File: src/rtl/obstacle_pkg.sv
// rtl/obstacle_pkg.sv - shared widths, state encoding and selection helpers for the obstacle scheduler
package obstacle_pkg;

  localparam int NUM_OBST = 4;
  localparam int IDX_W    = 2;
  localparam int TIMER_W  = 30;
  localparam int ROUND_W  = 8;

  typedef enum logic [2:0] {
    ST_IDLE   = 3'd0,
    ST_SELECT = 3'd1,
    ST_START  = 3'd2,
    ST_RUN    = 3'd3,
    ST_PAUSE  = 3'd4,
    ST_WIN    = 3'd5
  } state_t;

  // Fibonacci LFSR, taps for x^8 + x^6 + x^5 + x^4 + 1
  function automatic logic [7:0] lfsr_next(input logic [7:0] s);
    return {s[6:0], s[7] ^ s[5] ^ s[4] ^ s[3]};
  endfunction

  function automatic logic [NUM_OBST-1:0] onehot(input logic [IDX_W-1:0] idx);
    logic [NUM_OBST-1:0] r;
    r      = '0;
    r[idx] = 1'b1;
    return r;
  endfunction

endpackage

File: src/rtl/cycle_timer.sv
// rtl/cycle_timer.sv - clearable up-counter that saturates at a terminal count and flags expiry
module cycle_timer
  import obstacle_pkg::*;
#(
  parameter int W = TIMER_W
) (
  input  logic         clk,
  input  logic         rst,
  input  logic         clear,
  input  logic         enable,
  input  logic [W-1:0] terminal,
  output logic         expired
);

  logic [W-1:0] count;

  always_ff @(posedge clk) begin
    if (rst || clear) begin
      count <= '0;
    end else if (enable && !expired) begin
      count <= count + W'(1);
    end
  end

  // Expiry is only meaningful while the owning state is counting.
  assign expired = enable && (count == terminal);

endmodule

File: src/rtl/obstacle_scheduler.sv
// rtl/obstacle_scheduler.sv - game sequencer picking pseudo-random obstacles with pause and watchdog timing
module obstacle_scheduler
  import obstacle_pkg::*;
#(
  parameter int         PAUSE_CYCLES   = 65000000,
  parameter int         TIMEOUT_CYCLES = 650000000,
  parameter int         ROUNDS_TO_WIN  = 10,
  parameter logic [7:0] LFSR_SEED      = 8'hA5
) (
  input  logic                clk,
  input  logic                rst,
  input  logic                game_start,
  input  logic                game_over,
  input  logic [NUM_OBST-1:0] obstacle_done,
  output logic [NUM_OBST-1:0] obstacle_start,
  output logic [NUM_OBST-1:0] obstacle_en,
  output logic [ROUND_W-1:0]  round_cnt,
  output logic                timeout_flag,
  output logic                victory,
  output logic                busy
);

  localparam logic [TIMER_W-1:0] PAUSE_TC = TIMER_W'(PAUSE_CYCLES - 1);
  localparam logic [TIMER_W-1:0] WD_TC    = TIMER_W'(TIMEOUT_CYCLES - 1);
  localparam logic [ROUND_W-1:0] WIN_CNT  = ROUND_W'(ROUNDS_TO_WIN);

  state_t              state, state_n;
  logic [7:0]          lfsr, lfsr_n, lfsr_adv;
  logic [IDX_W-1:0]    cur_idx, idx_n, pick;
  logic [ROUND_W-1:0]  round_n;
  logic [NUM_OBST-1:0] start_n, en_n;
  logic                tflag_n, vic_n;
  logic                pause_expired, wd_expired;

  cycle_timer #(.W(TIMER_W)) u_pause_timer (
    .clk      (clk),
    .rst      (rst),
    .clear    ((state != ST_PAUSE) || game_over),
    .enable   (state == ST_PAUSE),
    .terminal (PAUSE_TC),
    .expired  (pause_expired)
  );

  cycle_timer #(.W(TIMER_W)) u_watchdog (
    .clk      (clk),
    .rst      (rst),
    .clear    ((state != ST_RUN) || game_over),
    .enable   (state == ST_RUN),
    .terminal (WD_TC),
    .expired  (wd_expired)
  );

  // cur_idx doubles as the "previous obstacle" when the next one is picked.
  always_comb begin
    lfsr_adv = lfsr_next(lfsr);
    pick     = lfsr_adv[IDX_W-1:0];
    if (pick == cur_idx) begin
      pick = pick + IDX_W'(1);
    end
  end

  always_comb begin
    state_n = state;
    lfsr_n  = lfsr;
    idx_n   = cur_idx;
    round_n = round_cnt;
    start_n = '0;
    en_n    = '0;
    tflag_n = 1'b0;
    vic_n   = 1'b0;
    case (state)
      ST_IDLE: begin
        if (game_start) begin
          state_n = ST_SELECT;
          round_n = '0;
        end
      end
      ST_SELECT: begin
        lfsr_n  = lfsr_adv;
        idx_n   = pick;
        start_n = onehot(pick);
        en_n    = onehot(pick);
        state_n = ST_START;
      end
      ST_START: begin
        en_n    = onehot(cur_idx);
        state_n = ST_RUN;
      end
      ST_RUN: begin
        // A done arriving on the expiry cycle counts as a clean finish.
        if (obstacle_done[cur_idx]) begin
          state_n = ST_PAUSE;
          round_n = round_cnt + ROUND_W'(1);
        end else if (wd_expired) begin
          state_n = ST_PAUSE;
          round_n = round_cnt + ROUND_W'(1);
          tflag_n = 1'b1;
        end else begin
          en_n = onehot(cur_idx);
        end
      end
      ST_PAUSE: begin
        if (pause_expired) begin
          if (round_cnt == WIN_CNT) begin
            state_n = ST_WIN;
            vic_n   = 1'b1;
          end else begin
            state_n = ST_SELECT;
          end
        end
      end
      ST_WIN: begin
        state_n = ST_IDLE;
      end
      default: begin
        state_n = ST_IDLE;
      end
    endcase
    if (game_over) begin
      state_n = ST_IDLE;
      lfsr_n  = lfsr;
      idx_n   = cur_idx;
      round_n = round_cnt;
      start_n = '0;
      en_n    = '0;
      tflag_n = 1'b0;
      vic_n   = 1'b0;
    end
  end

  always_ff @(posedge clk) begin
    if (rst) begin
      state          <= ST_IDLE;
      lfsr           <= LFSR_SEED;
      cur_idx        <= '0;
      round_cnt      <= '0;
      obstacle_start <= '0;
      obstacle_en    <= '0;
      timeout_flag   <= 1'b0;
      victory        <= 1'b0;
      busy           <= 1'b0;
    end else begin
      state          <= state_n;
      lfsr           <= lfsr_n;
      cur_idx        <= idx_n;
      round_cnt      <= round_n;
      obstacle_start <= start_n;
      obstacle_en    <= en_n;
      timeout_flag   <= tflag_n;
      victory        <= vic_n;
      busy           <= (state_n != ST_IDLE);
    end
  end

endmodule

File: config.mk
export PLATFORM = sky130hd
export DESIGN_NAME = obstacle_scheduler
export DESIGN_NICKNAME = d
export VERILOG_FILES = /design/src/rtl/obstacle_pkg.sv /design/src/rtl/cycle_timer.sv /design/src/rtl/obstacle_scheduler.sv
export SDC_FILE = /design/constraint.sdc
export NUM_CORES = 1
export LEC_CHECK = 0
export CAP_MARGIN = 20
export CORE_MARGIN = 4
export CORE_UTILIZATION = 59
export DETAILED_ROUTE_END_ITERATION = 10
export GPL_ROUTABILITY_DRIVEN = 0
export PLACE_DENSITY_LB_ADDON = 0.1
export SYNTH_ARGS = -nofsm -noshare
export SYNTH_HDL_FRONTEND = slang
export SYNTH_SLANG_ARGS = --single-unit
export TNS_END_PERCENT = 20
File: constraint.sdc
create_clock -name clk -period 2.4 [get_ports clk]
set_input_delay 0.24 -clock clk [delete_from_list [all_inputs] [get_ports clk]]
set_output_delay 0.24 -clock clk [all_outputs]
set_load 0.03 [all_outputs]
==> impl_table.tex, run 1 <==
\begin{tabular}{lr}
\hline
Metric & Value \\
\hline
\multicolumn{2}{l}{\textbf{Status}} \\
Run status & complete, no violations \\
\multicolumn{2}{l}{\textbf{Worst setup path}} \\
Crit path largest cell delay & 0.53 ns \\
Worst setup path class & reg2reg \\
Slack of the worst reg-to-reg path & $\sim$0.090 ns \\
Critical path origin & u\_watchdog.count[1]\$\_SDFFE\_PP0P\_ \\
Worst setup path endpoint & round\_cnt[7]\$\_SDFFE\_PP0P\_ \\
Critical Path End Type & register \\
Reg-to-reg critical path endpoint & round\_cnt[7]\$\_SDFFE\_PP0P\_ \\
Critical path's top delay family & simple AND/OR/NAND/NOR gates \\
Required time worst endpoint & about 2.7 ns \\
Crit path arrival time & 2.60 ns \\
Critical-path maximum fanout & 15 \\
Slowest CP cell & sky130\_fd\_sc\_hd\_\_or4b\_4 \\
Cells traversed along the worst timing path & ha\_2, nand4\_2, or4b\_4, o21a\_2, or4\_1, a21oi\_1 \\
Reg2Reg Launch Point & u\_watchdog.count[1]\$\_SDFFE\_PP0P\_ \\
Worst r2r path cells & 6 \\
Kind of start point of the critical path & register \\
Combined buffer and inverter count along the critical path & 0 \\
Instance count on the critical path & 6 \\
\multicolumn{2}{l}{\textbf{Logic synthesis}} \\
Area share of the largest cell type after synthesis & 0.406 \\
Post-synthesis sequential element count & a little over 90 \\
Total number of yosys warnings & 0 \\
Multiplexer fraction of the synthesized cell area & 0.00937 \\
Post-synthesis compound-gate area fraction & 0.151 \\
Area of the mapped netlist & 0.00454 mm\^{}2 \\
Simple logic cell fraction of the synthesized area & 0.341 \\
Most area-hungry cell type in the Yosys netlist & sky130\_fd\_sc\_hd\_\_dfxtp\_1 \\
Xor-xnor portion of the synthesized cell area & 0.0540 \\
Post-synthesis cell type count & 53 \\
Number of synthesized flops with an enable pin & 0 \\
Average instance area after synthesis & about 8 um\^{}2 \\
Gate count of the mapped netlist & approximately 550 \\
Share of synthesized area occupied by flip-flops and latches & 0.406 \\
Largest cells by area after synthesis & sky130\_fd\_sc\_hd\_\_dfxtp\_1, sky130\_fd\_sc\_hd\_\_a21oi\_1, sky130\_fd\_sc\_hd\_\_nand2\_1 \\
Asr flop ratio synth & 0 \\
Most frequently used flop master after synthesis & sky130\_fd\_sc\_hd\_\_dfxtp\_1 \\
Syn nets & $\sim$560 \\
Largest family of logic cells by synthesized area & simple AND/OR/NAND/NOR gates \\
Adder-Cell Fraction of Synth Area & 0.0110 \\
\multicolumn{2}{l}{\textbf{Clock tree}} \\
Max Buffers Root-to-Sink & 2 \\
CTS H-Tree Depth & 3 \\
Number of clock buffers inserted by TritonCTS & 9 \\
Clock net sink count & slightly above 90 \\
Worst-skew pair later-pin latency & approximately 0.36 ns \\
Clk pin slew, worst setup/hold paths & roughly 0.10 ns \\
Clock tree from TritonCTS & built \\
CTS Root Buffer Type & sky130\_fd\_sc\_hd\_\_clkbuf\_8 \\
\multicolumn{2}{l}{\textbf{Run}} \\
Reported max-cap violation count & 0 \\
\multicolumn{2}{l}{\textbf{Floorplanning}} \\
Number of top-level design ports & 27 \\
Vert. Die Dim & $\sim$96 um \\
Width of the die & about 96 um \\
Die Footprint & a little over 0.009 mm\^{}2 \\
Starting density of the core & 0.616 \\
Area of the core region & roughly 0.0074 mm\^{}2 \\
Site Rows & 31 \\
\multicolumn{2}{l}{\textbf{Global route}} \\
Global-route wire length before repair & around 17000 um \\
Largest net degree at the start of global routing & 32 \\
Global routing usage on met1 & 0.324 \\
Via count of the first global-routing pass & $\sim$3700 \\
Met3 GRT Util & 0.0407 \\
GRT Resource Usage Total & 0.232 \\
Antenna violations before repair & 0 \\
Total global routing overflow & 0 \\
Met2 routing resource usage after global routing & 0.365 \\
Layer carrying the most global-route usage & met2 \\
\multicolumn{2}{l}{\textbf{Place}} \\
Count of buffers from port buffering & 26 \\
Placed Area & 0.00504 mm\^{}2 \\
Setup WS pre-CTS & 0.0157 ns \\
Post-detail-place hpwl & approximately 7500 um \\
\multicolumn{2}{l}{\textbf{Final layout}} \\
Commonest cells after routing, fill and taps aside & sky130\_fd\_sc\_hd\_\_dfxtp\_1, sky130\_fd\_sc\_hd\_\_nand2\_1, sky130\_fd\_sc\_hd\_\_a21oi\_1 \\
Most frequent standard cell in the layout excluding fill and tap cells & sky130\_fd\_sc\_hd\_\_dfxtp\_1 \\
Design area & around 0.0052 mm\^{}2 \\
Signed area change from the synthesized netlist to the final layout & 15.1\% \\
End-of-flow core utilization & 0.709 \\
Net count, final & between 600 and 700 \\
Fill cell total of the finished layout & $\sim$590 \\
Antenna fix cells & 0 \\
Share of layout cells above drive strength 1 & 0.0983 \\
\multicolumn{2}{l}{\textbf{Pwr}} \\
Switching power of the nets & approximately 0.65 mW \\
Fraction of power spent switching nets & 0.248 \\
Peak ir drop on the vdd network & 0.000320 V \\
Cell internal power dissipation & 1.97 mW \\
Relative contribution of combinational cells to total power & 0.036 \\
Leakage power of the design & roughly 1.7 nW \\
Power density of the placed cells & roughly 500 mW/mm\^{}2 \\
Share of total power in the clock network & 0.373 \\
Fraction of power consumed by sequential logic & 0.591 \\
\multicolumn{2}{l}{\textbf{Routing}} \\
Number of detailed-routing iterations run before antenna repair & 5 \\
Remaining DRCs & 0 \\
Number of nets with antenna violations after detailed routing & 0 \\
Iteration-0 DRC Markers & slightly below 300 \\
Vias & between 4000 and 5000 \\
Post-Route WL & 10400 um \\
Vias per Instance & 6.21 \\
Wire length per cell after detailed routing & 14.9 um \\
\multicolumn{2}{l}{\textbf{Worst hold path}} \\
Hold depth & 2 \\
Classification of the worst-slack hold path & reg2reg \\
\multicolumn{2}{l}{\textbf{Timing}} \\
Final hold violation count & 0 \\
F\_max & 0.433 GHz \\
Post-route clock skew & about 0.0065 ns \\
RSZ-0062 raised after global routing & false \\
Least setup slack across all paths after layout & approximately 0.09 ns \\
Share of the cycle needed by the critical path after routing & 0.963 \\
Crit path time final & 2.31 ns \\
Aggregate negative setup slack & 0 ns \\
Actual slew at the worst max-slew pin & about 0.64 ns \\
Slew Limit Headroom & 0.570 \\
Final setup viols & 0 \\
Final Slew Violations & 0 \\
\hline
\end{tabular}
## metal layers
layer,share of wire,up-vias
met5,0,-
met4,0.014,0
met3,0.066,16
met2,0.46,128
met1,0.46,2058
li1,-,2142
## repair_timing
action                                  CTS  global route
resized for setup                         1             2
hold buffers                              0             0
cloned                                    0             0
endpoints found under the setup margin    1             3
setup buffers                             0             0
## worst min path at each step
stage,endpoint,start,slack (ns)
after floorplan,state[0]$_SDFF_PP0_,game_start,0.38
after global placement,lfsr[3]$_SDFFE_PP0P_,lfsr[2]$_SDFFE_PP1P_,0.44
after detailed placement,lfsr[3]$_SDFFE_PP0P_,lfsr[2]$_SDFFE_PP1P_,0.44
after CTS,lfsr[3]$_SDFFE_PP0P_,lfsr[2]$_SDFFE_PP1P_,0.46
after global routing,lfsr[3]$_SDFFE_PP0P_,lfsr[2]$_SDFFE_PP1P_,0.48
final,lfsr[3]$_SDFFE_PP0P_,lfsr[2]$_SDFFE_PP1P_,0.45
## cell usage after synthesis, types with 8 or more instances
cell	n
sky130_fd_sc_hd__and3_1	14
sky130_fd_sc_hd__nor3_1	8
sky130_fd_sc_hd__xor2_1	20
sky130_fd_sc_hd__nor4_1	9
sky130_fd_sc_hd__nor2_1	47
sky130_fd_sc_hd__xnor2_1	8
sky130_fd_sc_hd__dfxtp_1	92
sky130_fd_sc_hd__nand3_1	27
sky130_fd_sc_hd__and4_1	9
sky130_fd_sc_hd__o31ai_1	10
sky130_fd_sc_hd__o21ai_0	37
sky130_fd_sc_hd__a21oi_1	50
sky130_fd_sc_hd__inv_1	9
sky130_fd_sc_hd__nand4_1	29
sky130_fd_sc_hd__or4_1	13
sky130_fd_sc_hd__nand2_1	57
sky130_fd_sc_hd__clkbuf_1	13
sky130_fd_sc_hd__or3_1	31
sky130_fd_sc_hd__o211ai_1	8
## layout make-up
| type | instances | area, um^2 | share of cell area |
|---|---|---|---|
| Timing Repair Buffer | 53 | 463 | 0.0886 |
| Multi-Input combinational cell | 430 | 2580 | 0.494 |
| Tap cell | 99 | 124 | 0.0237 |
| Clock inverter | 7 | 55.1 | 0.0105 |
| Clock buffer | 9 | 124 | 0.0237 |
| Inverter | 9 | 33.8 | 0.00646 |
| Sequential cell | 92 | 1840 | 0.353 |
## registers in the layout, indices dropped and copies added, names as in the netlist
| signal | flops |
|---|---|
| obstacle_en | 4 |
| u_watchdog.count | 30 |
| u_pause_timer.count | 30 |
| lfsr | 8 |
| timeout_flag | 1 |
| round_cnt | 8 |
| victory | 1 |
| state | 3 |
| busy | 1 |
| cur_idx | 2 |
| obstacle_start | 4 |
## through the flow
stage	instances	hold slack [ns]	power, mW
2_1_floorplan	551	0.379	1.63
3_3_place_gp	683	0.438	1.67
3_5_place_dp	683	0.444	1.67
4_1_cts	699	0.459	2.62
5_1_grt	699	0.479	2.70
6_report	699	0.450	2.61
## kinds of logic after synthesis
logic type,Yosys count
buffers and inverters,29
AO/OA/AOI/OAI,120
multiplexers,3
AND/OR/NAND/NOR,275
flip-flops,92
XOR/XNOR,28
adder cells (fa/ha/maj),4
## power groups by stage
stage                     Clock, mW  Combinational [mW]  Sequential [mW]
final                         0.974              0.0942             1.54
after global routing           1.05               0.103             1.55
after CTS                     0.987              0.0941             1.54
after detailed placement          0              0.0932             1.58
after global placement            0              0.0909             1.58
after floorplan                   0              0.0527             1.58
## worst register-to-register path, stage by stage, from the launching register on
cell	delay, ns
sky130_fd_sc_hd__dfxtp_2	0.38
sky130_fd_sc_hd__ha_2	0.22
sky130_fd_sc_hd__nand4_2	0.15
sky130_fd_sc_hd__or4b_4	0.53
sky130_fd_sc_hd__o21a_2	0.31
sky130_fd_sc_hd__or4_1	0.49
sky130_fd_sc_hd__a21oi_1	0.17
No activity file was read; power rests on OpenSTA's default activity.
==> run 2: changes to the inputs <==
- PLACE_DENSITY_LB_ADDON: 0.1 -> 0.3
==> run 2 against run 1 <==
Against the previous run:
- design area down 0.12%
- sequential power about the same
- sequential share of layout area about the same
- largest cell class unchanged
- largest power group unchanged
==> impl_table.tex, run 2 (same netlist as run 1, synthesis figures left out) <==
\begin{tabular}{lr}
\hline
Metric & Value \\
\hline
\multicolumn{2}{l}{\textbf{Status}} \\
Run status & complete, no violations \\
\multicolumn{2}{l}{\textbf{Clock tree}} \\
Clk pin slew, worst setup/hold paths & 0.10 ns (about the same) \\
Clock net sink count & 92 (unchanged) \\
Worst-skew pair later-pin latency & 0.36 ns (about the same) \\
CTS Root Buffer Type & sky130\_fd\_sc\_hd\_\_clkbuf\_8 \\
CTS H-Tree Depth & 3 (unchanged) \\
Max Buffers Root-to-Sink & 2 (unchanged) \\
Number of clock buffers inserted by TritonCTS & 9 (unchanged) \\
Clock tree from TritonCTS & built \\
\multicolumn{2}{l}{\textbf{Final layout}} \\
Signed area change from the synthesized netlist to the final layout & 14.9\% \\
End-of-flow core utilization & 0.708 (-0.000849) \\
Share of layout cells above drive strength 1 & 0.0921 (-0.00621) \\
Design area & 0.00522 mm\^{}2 (-0.12\%) \\
Commonest cells after routing, fill and taps aside & sky130\_fd\_sc\_hd\_\_dfxtp\_1, sky130\_fd\_sc\_hd\_\_nand2\_1, sky130\_fd\_sc\_hd\_\_a21oi\_1 \\
Most frequent standard cell in the layout excluding fill and tap cells & sky130\_fd\_sc\_hd\_\_dfxtp\_1 \\
Largest regs & u\_pause\_timer.count: 30 flops, u\_watchdog.count: 30 flops \\
Fill cell total of the finished layout & 578 (-2.7\%) \\
Antenna fix cells & 0 (unchanged) \\
Net count, final & 604 (-0.49\%) \\
\multicolumn{2}{l}{\textbf{Timing}} \\
Final Hold Slack & 0.466 ns (+0.0157 ns) \\
Final setup viols & 0 (unchanged) \\
Slew Limit Headroom & 0.497 (-0.0726) \\
Final hold violation count & 0 (unchanged) \\
Share of the cycle needed by the critical path after routing & 0.967 (+0.00441) \\
Final Slew Violations & 0 (unchanged) \\
Crit path time final & 2.32 ns (+0.0106 ns) \\
RSZ-0062 raised after global routing & true \\
Actual slew at the worst max-slew pin & 0.735 ns (+0.0922 ns) \\
Post-route clock skew & 0.0131 ns (+0.00659 ns) \\
Least setup slack across all paths after layout & 0.0794 ns (-0.0106 ns) \\
F\_max & 0.431 GHz (-0.46\%) \\
\multicolumn{2}{l}{\textbf{Worst setup path}} \\
Crit path arrival time & 2.61 ns (about the same) \\
Critical Path End Type & register \\
Critical-path maximum fanout & 15 (unchanged) \\
Worst setup path class & reg2reg \\
Slowest CP cell & sky130\_fd\_sc\_hd\_\_or4b\_4 \\
Combined buffer and inverter count along the critical path & 0 (unchanged) \\
Cells traversed along the worst timing path & ha\_1, nand4\_2, or4b\_4, o21a\_4, or4\_1, a21oi\_1 \\
Kind of start point of the critical path & register \\
Required time worst endpoint & 2.69 ns (about the same) \\
Critical path's top delay family & simple AND/OR/NAND/NOR gates \\
Crit path largest cell delay & 0.55 ns (+0.02 ns) \\
\multicolumn{2}{l}{\textbf{Floorplanning}} \\
Die Footprint & 0.00917 mm\^{}2 (unchanged) \\
Site Rows & 31 (unchanged) \\
Starting density of the core & 0.616 (unchanged) \\
Width of the die & 95.7 um (unchanged) \\
Vert. Die Dim & 95.7 um (unchanged) \\
Number of top-level design ports & 27 (unchanged) \\
Area of the core region & 0.00737 mm\^{}2 (unchanged) \\
\multicolumn{2}{l}{\textbf{Routing}} \\
Number of detailed-routing iterations run before antenna repair & 6 (+1) \\
Wire length per cell after detailed routing & 15.6 um (+4.8\%) \\
Post-Route WL & 10800 um (+4.3\%) \\
Number of nets with antenna violations after detailed routing & 0 (unchanged) \\
Vias & 4420 (+1.7\%) \\
Vias per Instance & 6.35 (+2.2\%) \\
Iteration-0 DRC Markers & 368 (+25\%) \\
Remaining DRCs & 0 (unchanged) \\
\multicolumn{2}{l}{\textbf{Global route}} \\
Largest net degree at the start of global routing & 32 (unchanged) \\
Total global routing overflow & 0 (unchanged) \\
Via count of the first global-routing pass & 4042 (+9.2\%) \\
Antenna violations before repair & 0 (unchanged) \\
Global-route wire length before repair & 18200 um (+6.4\%) \\
GRT Resource Usage Total & 0.245 (+0.0127) \\
\multicolumn{2}{l}{\textbf{Place}} \\
Post-detail-place hpwl & 7650 um (+2.4\%) \\
Count of buffers from port buffering & 26 (unchanged) \\
Setup WS pre-CTS & 0.0162 ns (+0.000456 ns) \\
Placed Area & 0.00502 mm\^{}2 (-0.45\%) \\
\multicolumn{2}{l}{\textbf{Run}} \\
Reported max-cap violation count & 0 (unchanged) \\
\multicolumn{2}{l}{\textbf{Pwr}} \\
Leakage power of the design & 1.66 nW (-0.17\%) \\
Peak ir drop on the vdd network & 0.000333 V (+4.0\%) \\
Power density of the placed cells & 505 mW/mm\^{}2 (+1.1\%) \\
\multicolumn{2}{l}{\textbf{Worst hold path}} \\
Classification of the worst-slack hold path & reg2reg \\
\hline
\end{tabular}
-- run 2: changes by cell type in the layout (fill, tap and decap cells not counted), sizes merged --
cell	change
buf	-3
clkinvlp	-1
clkinv	+1
-- run 2: timing repair --
item,4_1_cts,5_1_grt
endpoints found under the setup margin,0,6
gates resized for setup,0,3
hold buffers,0,0
buffers inserted,0,0
-- run 2: cell type report --
class                      count  area, um^2  area share
clock buffer                   9         124      0.0237
multi-input combinational    430        2590       0.496
tap                           99         124      0.0237
sequential                    92        1840       0.353
clock inverter                 7        65.1      0.0125
inverter                       9        33.8     0.00647
timing repair buffer          50         440      0.0844
-- run 2: routing by layer --
metal | up-vias | wire, um | track usage | part of all wire
met5 | - | 0 | 0 | 0
met4 | 0 | 183 | 0.0794 | 0.017
met3 | 21 | 750 | 0.0360 | 0.069
met2 | 180 | 5090 | 0.412 | 0.47
met1 | 2073 | 4820 | 0.322 | 0.44
li1 | 2146 | - | - | -
-- run 2: metrics by stage --
stage | setup TNS, ns | instances | power [mW]
2_1_floorplan | 0 | 551 | 1.63
3_3_place_gp | 0 | 680 | 1.67
3_5_place_dp | 0 | 680 | 1.67
4_1_cts | 0 | 696 | 2.66
5_1_grt | -0.0242 | 696 | 2.73
6_report | 0 | 696 | 2.64
-- run 2: worst paths after layout --
kind	start	to	slack (ns)	cells past startpoint
worst max-delay path	u_watchdog.count[1]$_SDFFE_PP0P_	round_cnt[7]$_SDFFE_PP0P_	0.08	6
worst min-delay path	lfsr[2]$_SDFFE_PP1P_	lfsr[3]$_SDFFE_PP0P_	0.47	2
worst max register to register	u_watchdog.count[1]$_SDFFE_PP0P_	round_cnt[7]$_SDFFE_PP0P_	0.08	6
worst min register to register	lfsr[2]$_SDFFE_PP1P_	lfsr[3]$_SDFFE_PP0P_	0.47	2
-- run 2: worst register-to-register path, delay by kind of cell (launching register included) --
| kind | cells | cell delay, ns |
|---|---|---|
| adders and majority gates | 1 | 0.21 |
| DFF | 1 | 0.41 |
| AOI/OAI and AO/OA | 2 | 0.45 |
| and+or+nand+nor | 3 | 1.18 |
-- run 2: where the power goes --
group / switching, mW / internal [mW]
Combinational: 0.0534 / 0.0395
Clock: 0.597 / 0.402
Sequential: 0.0107 / 1.53
==> run 3: changes to the inputs <==
- HOLD_SLACK_MARGIN: unset -> 0.08
==> results of run 3 <==
Same layout as run 2: the final DEF is identical, and so are final timing and power.
